--- src/rtl/imem_loader.sv ---
// rtl/imem_loader.sv - byte-stream program loader for the instruction memory
//
// Takes a program image over a valid/ready byte stream (LEN_lo, LEN_hi, LEN
// payload bytes, optional checksum byte). It writes the payload bytes to the
// instruction memory write port starting at address 0, and holds the core in
// reset while the load is in progress.
//
// Optional feature macro: CHECKSUM_EN. When defined, a trailing XOR checksum
// byte is expected after the payload and is checked in a CHK state.
//
// Ports:
//   clk         in   rising-edge clock
//   reset       in   synchronous, active-high
//   start       in   1-cycle pulse, opens a load session (ignored unless idle)
//   rx_data     in   stream byte
//   rx_valid    in   rx_data is valid
//   rx_ready    out  loader accepts a byte this cycle (combinational from state)
//   imem_we     out  registered memory byte write enable
//   imem_addr   out  registered memory byte address
//   imem_wdata  out  registered memory write byte
//   cpu_hold    out  hold the core in reset (registered busy | error)
//   busy        out  session in progress
//   done        out  sticky: last session completed OK
//   error       out  sticky: last session failed
module imem_loader #(
  parameter int IMEM_DEPTH = 1024,
  parameter int ADDR_W     = 10
) (
  input  logic              clk,
  input  logic              reset,
  input  logic              start,
  input  logic [7:0]        rx_data,
  input  logic              rx_valid,
  output logic              rx_ready,
  output logic              imem_we,
  output logic [ADDR_W-1:0] imem_addr,
  output logic [7:0]        imem_wdata,
  output logic              cpu_hold,
  output logic              busy,
  output logic              done,
  output logic              error
);

  typedef enum logic [2:0] {
    S_IDLE,
    S_HDR0,
    S_HDR1,
    S_LOAD,
`ifdef CHECKSUM_EN
    S_CHK,
`endif
    S_DONE,
    S_ERR
  } state_t;

  // Where the FSM goes once the payload has been fully received.
`ifdef CHECKSUM_EN
  localparam state_t S_AFTER_PAYLOAD = S_CHK;
`else
  localparam state_t S_AFTER_PAYLOAD = S_DONE;
`endif

  localparam logic [16:0] DEPTH_LIM = 17'(IMEM_DEPTH);

  state_t      state;
  state_t      state_next;
  logic [15:0] len;
  logic [15:0] count;
  logic        accept;
  logic [15:0] hdr_len;
  logic        last_byte;
`ifdef CHECKSUM_EN
  logic [7:0]  csum;
`endif

  function automatic logic is_active(input state_t s);
    return (s == S_HDR0) || (s == S_HDR1) || (s == S_LOAD)
`ifdef CHECKSUM_EN
      || (s == S_CHK)
`endif
      ;
  endfunction

  assign accept    = rx_valid && rx_ready;
  // Full length as it will look once the high byte is latched in HDR1.
  assign hdr_len   = {rx_data, len[7:0]};
  assign last_byte = (count == len - 16'd1);

  // State register
  always_ff @(posedge clk) begin
    if (reset) begin
      state <= S_IDLE;
    end else begin
      state <= state_next;
    end
  end

  // Next-state logic
  always_comb begin
    state_next = state;
    case (state)
      S_IDLE: if (start) state_next = S_HDR0;
      S_HDR0: if (accept) state_next = S_HDR1;
      S_HDR1: begin
        if (accept) begin
          // Length is checked before any write, so the address never wraps.
          if ({1'b0, hdr_len} > DEPTH_LIM) begin
            state_next = S_ERR;
          end else if (hdr_len == 16'd0) begin
            state_next = S_AFTER_PAYLOAD;
          end else begin
            state_next = S_LOAD;
          end
        end
      end
      S_LOAD: if (accept && last_byte) state_next = S_AFTER_PAYLOAD;
`ifdef CHECKSUM_EN
      S_CHK: if (accept) state_next = (rx_data == csum) ? S_DONE : S_ERR;
`endif
      S_DONE:  state_next = S_IDLE;
      S_ERR:   state_next = S_IDLE;
      default: state_next = S_IDLE;
    endcase
  end

  // State-decoded outputs
  always_comb begin
    busy     = is_active(state);
    rx_ready = is_active(state);
  end

  // Datapath: length, counter, checksum, write port and sticky flags
  always_ff @(posedge clk) begin
    if (reset) begin
      len        <= '0;
      count      <= '0;
      imem_we    <= 1'b0;
      imem_addr  <= '0;
      imem_wdata <= '0;
      done       <= 1'b0;
      error      <= 1'b0;
      cpu_hold   <= 1'b0;
`ifdef CHECKSUM_EN
      csum       <= '0;
`endif
    end else begin
      imem_we <= 1'b0;

      if (state == S_IDLE && start) begin
        count <= '0;
        done  <= 1'b0;
        error <= 1'b0;
`ifdef CHECKSUM_EN
        csum  <= '0;
`endif
      end

      if (state == S_HDR0 && accept) len[7:0]  <= rx_data;
      if (state == S_HDR1 && accept) len[15:8] <= rx_data;

      if (state == S_LOAD && accept) begin
        imem_we    <= 1'b1;
        imem_addr  <= count[ADDR_W-1:0];
        imem_wdata <= rx_data;
        count      <= count + 16'd1;
`ifdef CHECKSUM_EN
        csum       <= csum ^ rx_data;
`endif
      end

      if (state_next == S_DONE) done  <= 1'b1;
      if (state_next == S_ERR)  error <= 1'b1;

      // A start that clears error always enters an active state, so the
      // hold stays asserted across the error-to-new-session transition.
      cpu_hold <= is_active(state_next) || (state_next == S_ERR) || error;
    end
  end

endmodule

--- config.mk ---
export PLATFORM = sky130hd
export DESIGN_NAME = imem_loader
export DESIGN_NICKNAME = d
export VERILOG_FILES = /design/src/rtl/imem_loader.sv
export SDC_FILE = /design/constraint.sdc
export NUM_CORES = 1
export LEC_CHECK = 0
export CAP_MARGIN = 20
export CORE_MARGIN = 5
export CORE_UTILIZATION = 55
export DETAILED_ROUTE_END_ITERATION = 16
export PLACE_DENSITY = 0.9
export SETUP_SLACK_MARGIN = 0.5
export SYNTH_ARGS = -nofsm -noshare
export SYNTH_HDL_FRONTEND = slang
export SYNTH_SLANG_ARGS = --single-unit
--- constraint.sdc ---
create_clock -name clk -period 3.2 [get_ports clk]
set_input_delay 0.32 -clock clk [delete_from_list [all_inputs] [get_ports clk]]
set_output_delay 0.32 -clock clk [all_outputs]
set_load 0.005 [all_outputs]
==> run metrics <==
outcome finished, final reports clean; post-layout min period 2.59 ns; Startpoint Class register; global-route wire length before repair 12300 µm; I/O pins 36; 1st-pass router iterations 4; DRT iter0 DRCs 223; Worst IR Drop VDD 0.371 mV; Die X 83.2 µm; Critical Path Sink Type register; GRT Total Usage 21.6%; crit path from len[2]$_SDFFE_PP0P_; Final HPWL DP 5410 µm; Synth Net Count 389; WL met3 444 µm; number of synthesized flops with an enable pin 0; CTS Buf Count 9; Synth Cell Area 2950 µm²; DRC Markers 0; Ys Warns 0; sequential-to-total area share from yosys stat 38.7%; largest net degree at the start of global routing 58; syn_area_per_cell 7.87 µm²; Worst-Skew Late Latency 0.33 ns; Area growth syn-to-layout 19.8%; Reg-to-Reg Start len[2]$_SDFFE_PP0P_; antenna-violating nets left 0; PD cells 453 nW/µm²; FP Rows 26; detailed-route wire length 7730 µm; final hold viol count 0; Tot Pwr 1.60 mW; DR WL met2 3820 µm; nets 417; Synth async-reset ratio 0%; most area-consuming cells after synthesis dfxtp_1 39%, nand2_1 10%, a21oi_1 8.5%, xnor2_1 4.2%, nor2_1 2.8%; Yosys cell types 51; Worst Skew 0.00451 ns; Post-CTS Setup Bufs 0; clk slew on worst S/H paths 0.06 ns; r2r endpoint done$_SDFFE_PP0P_; filler cell count 431; Final setup violation count 0; PortBufs 35; Initial Utilization 57.0%; critical path endpoint done$_SDFFE_PP0P_; Relative slew margins 31.6%; post-route setup TNS 0 ns; R2R setup slack 0.61 ns; Clock Sinks 57; layout cells sized above 1 9.58%; RSZ-0062 raised after global routing false; Synth Flop Type dfxtp_1; via count 2848; Resize count post-CTS 0; post-placement setup slack 0.456 ns; Mapped Cells 375; met1 wire length 3310 µm; period utilisation layout 80.9%; Post-CTS Hold Fix Bufs 0; Storage cell area 1140 µm²; crit path DAT 2.82 ns; Multi-input gate area 1700 µm²; Pins Over Slew Limit 0; Synth top area share 38.7%; total number of H-tree levels 3; Synth Register Bits 57; ANT cells 0; total global routing overflow 0; average routed wire per standard cell 16.2 µm; Crit path required time 3.44 ns; Lkg Pwr 1.22 nW; Setup WS post-layout 0.612 ns; Synth area leader dfxtp_1; Crit Path Class register to register; Max Freq 386 MHz; clk buf depth 2; Final Util 68.4%; Worst Reg2Reg Path Length in Cells 6; CTS tree built; max cap viols 0; initial antenna violation count 0; Die ar. 6930 µm²; vias per cell 5.97; GP Congestion 0.916; Core ar. 5170 µm²; worst slew pin tran 1.03 ns; Hold Path Class register to register; critical-path maximum fanout 8; vias in the first global route 2634; top routing layer in use met4; Root Buffer clkbuf_8; die height 83.2 µm
placed cells by master (no fill, tap or decap), types with 2 or more instances in the layout:
master            n
clkdlybuf4s50_1  34
xnor2_1          14
xor2_1            9
clkbuf_8         11
o21bai_1          2
dfxtp_1          55
or4_4             3
nand2b_1          2
o22ai_1           2
and2_1            2
o211ai_1          8
o21ai_0           5
nand3b_1          5
and3_1            6
or4_1             3
or3_1             5
a211o_1           2
buf_4             5
a21oi_1          50
nand2_1          81
a31oi_1           4
mux2_2            3
or2_2             2
nand3_1           8
inv_1             7
nor3b_1           5
nor4_1            4
nor4_4            4
nor3_1           11
clkinv_2          2
dfxtp_2           2
nor2_1           22
nand4_1           6
kinds of logic (layout without fill, tap and decap cells):
family	count (synthesis)	after routing	synth area share [%]
xor+xnor	23	23	6.83
compound gates	84	84	17.3
buf+inv	30	62	5.39
mux	4	4	1.48
flops	57	57	38.7
simple gates	175	175	29.5
fa+ha+maj	2	2	0.848
state kept, by name (all words and copies together), names as in the netlist:
register / cells
count: 16
len: 16
imem_addr: 10
imem_wdata: 8
state: 3
cpu_hold: 1
done: 1
error: 1
imem_we: 1
worst min path at each step:
| stage | endpoint | slack [ns] | from | cells after the start |
|---|---|---|---|---|
| 2_1_floorplan | state[0]$_SDFF_PP0_ | 0.41 | reset | 1 |
| 3_3_place_gp | imem_wdata[3]$_SDFFE_PP0P_ | 0.44 | imem_wdata[3]$_SDFFE_PP0P_ | 2 |
| 3_5_place_dp | imem_addr[9]$_SDFFE_PP0P_ | 0.45 | imem_addr[9]$_SDFFE_PP0P_ | 2 |
| 4_1_cts | imem_addr[4]$_SDFFE_PP0P_ | 0.46 | imem_addr[4]$_SDFFE_PP0P_ | 2 |
| 5_1_grt | imem_addr[4]$_SDFFE_PP0P_ | 0.48 | imem_addr[4]$_SDFFE_PP0P_ | 2 |
| 6_report | imem_addr[4]$_SDFFE_PP0P_ | 0.46 | imem_addr[4]$_SDFFE_PP0P_ | 2 |
worst max-delay path: stages, from the launching register on:
cell,delay (ns)
dfxtp_1,0.40
or4_4,0.65
nor4_4,0.33
o21ai_1,0.11
and3_4,0.20
or4_4,0.56
a221oi_2,0.25
cell usage after synthesis (all sizes together), types with 3 or more instances:
master,number
and3,7
o21ai,6
a21oi,50
nand3,8
o211ai,8
nor3b,5
buf,8
or4,6
nor2,22
dfxtp,57
a31oi,4
xnor2,14
nor3,11
nor4,8
nand2,81
mux2,3
nand3b,5
clkbuf,15
inv,7
or2,3
nand4,6
xor2,9
or3,5
metrics by stage:
step	cell area (µm²)	hold slack [ns]	std cells
floorplan	2950	0.410	375
global placement	3290	0.442	462
detailed placement	3290	0.447	462
CTS	3480	0.457	477
global route	3540	0.478	477
finish	3540	0.455	477
per-layer routing:
metal,track usage (%),up-vias
met4,9.66,0
li1,-,1374
met3,5.15,19
met1,26.5,1356
met2,35.9,99
met5,0,-
power by group:
group / internal (mW) / switching [mW]
clock: 0.395 / 0.271
sequential: 0.720 / 0.0189
combinational: 0.0903 / 0.106
total: 1.21 / 0.396
area by class of cell:
cell class / instances / area share, %
clock buffers: 12 / 4.39
inverters: 7 / 0.743
multi-input cells: 288 / 48.1
clock inverters: 3 / 1.13
flip-flops and latches: 57 / 32.3
repair buffers: 40 / 10.8
well taps: 70 / 2.48
Note: power is estimated with default switching activity, not from simulation.
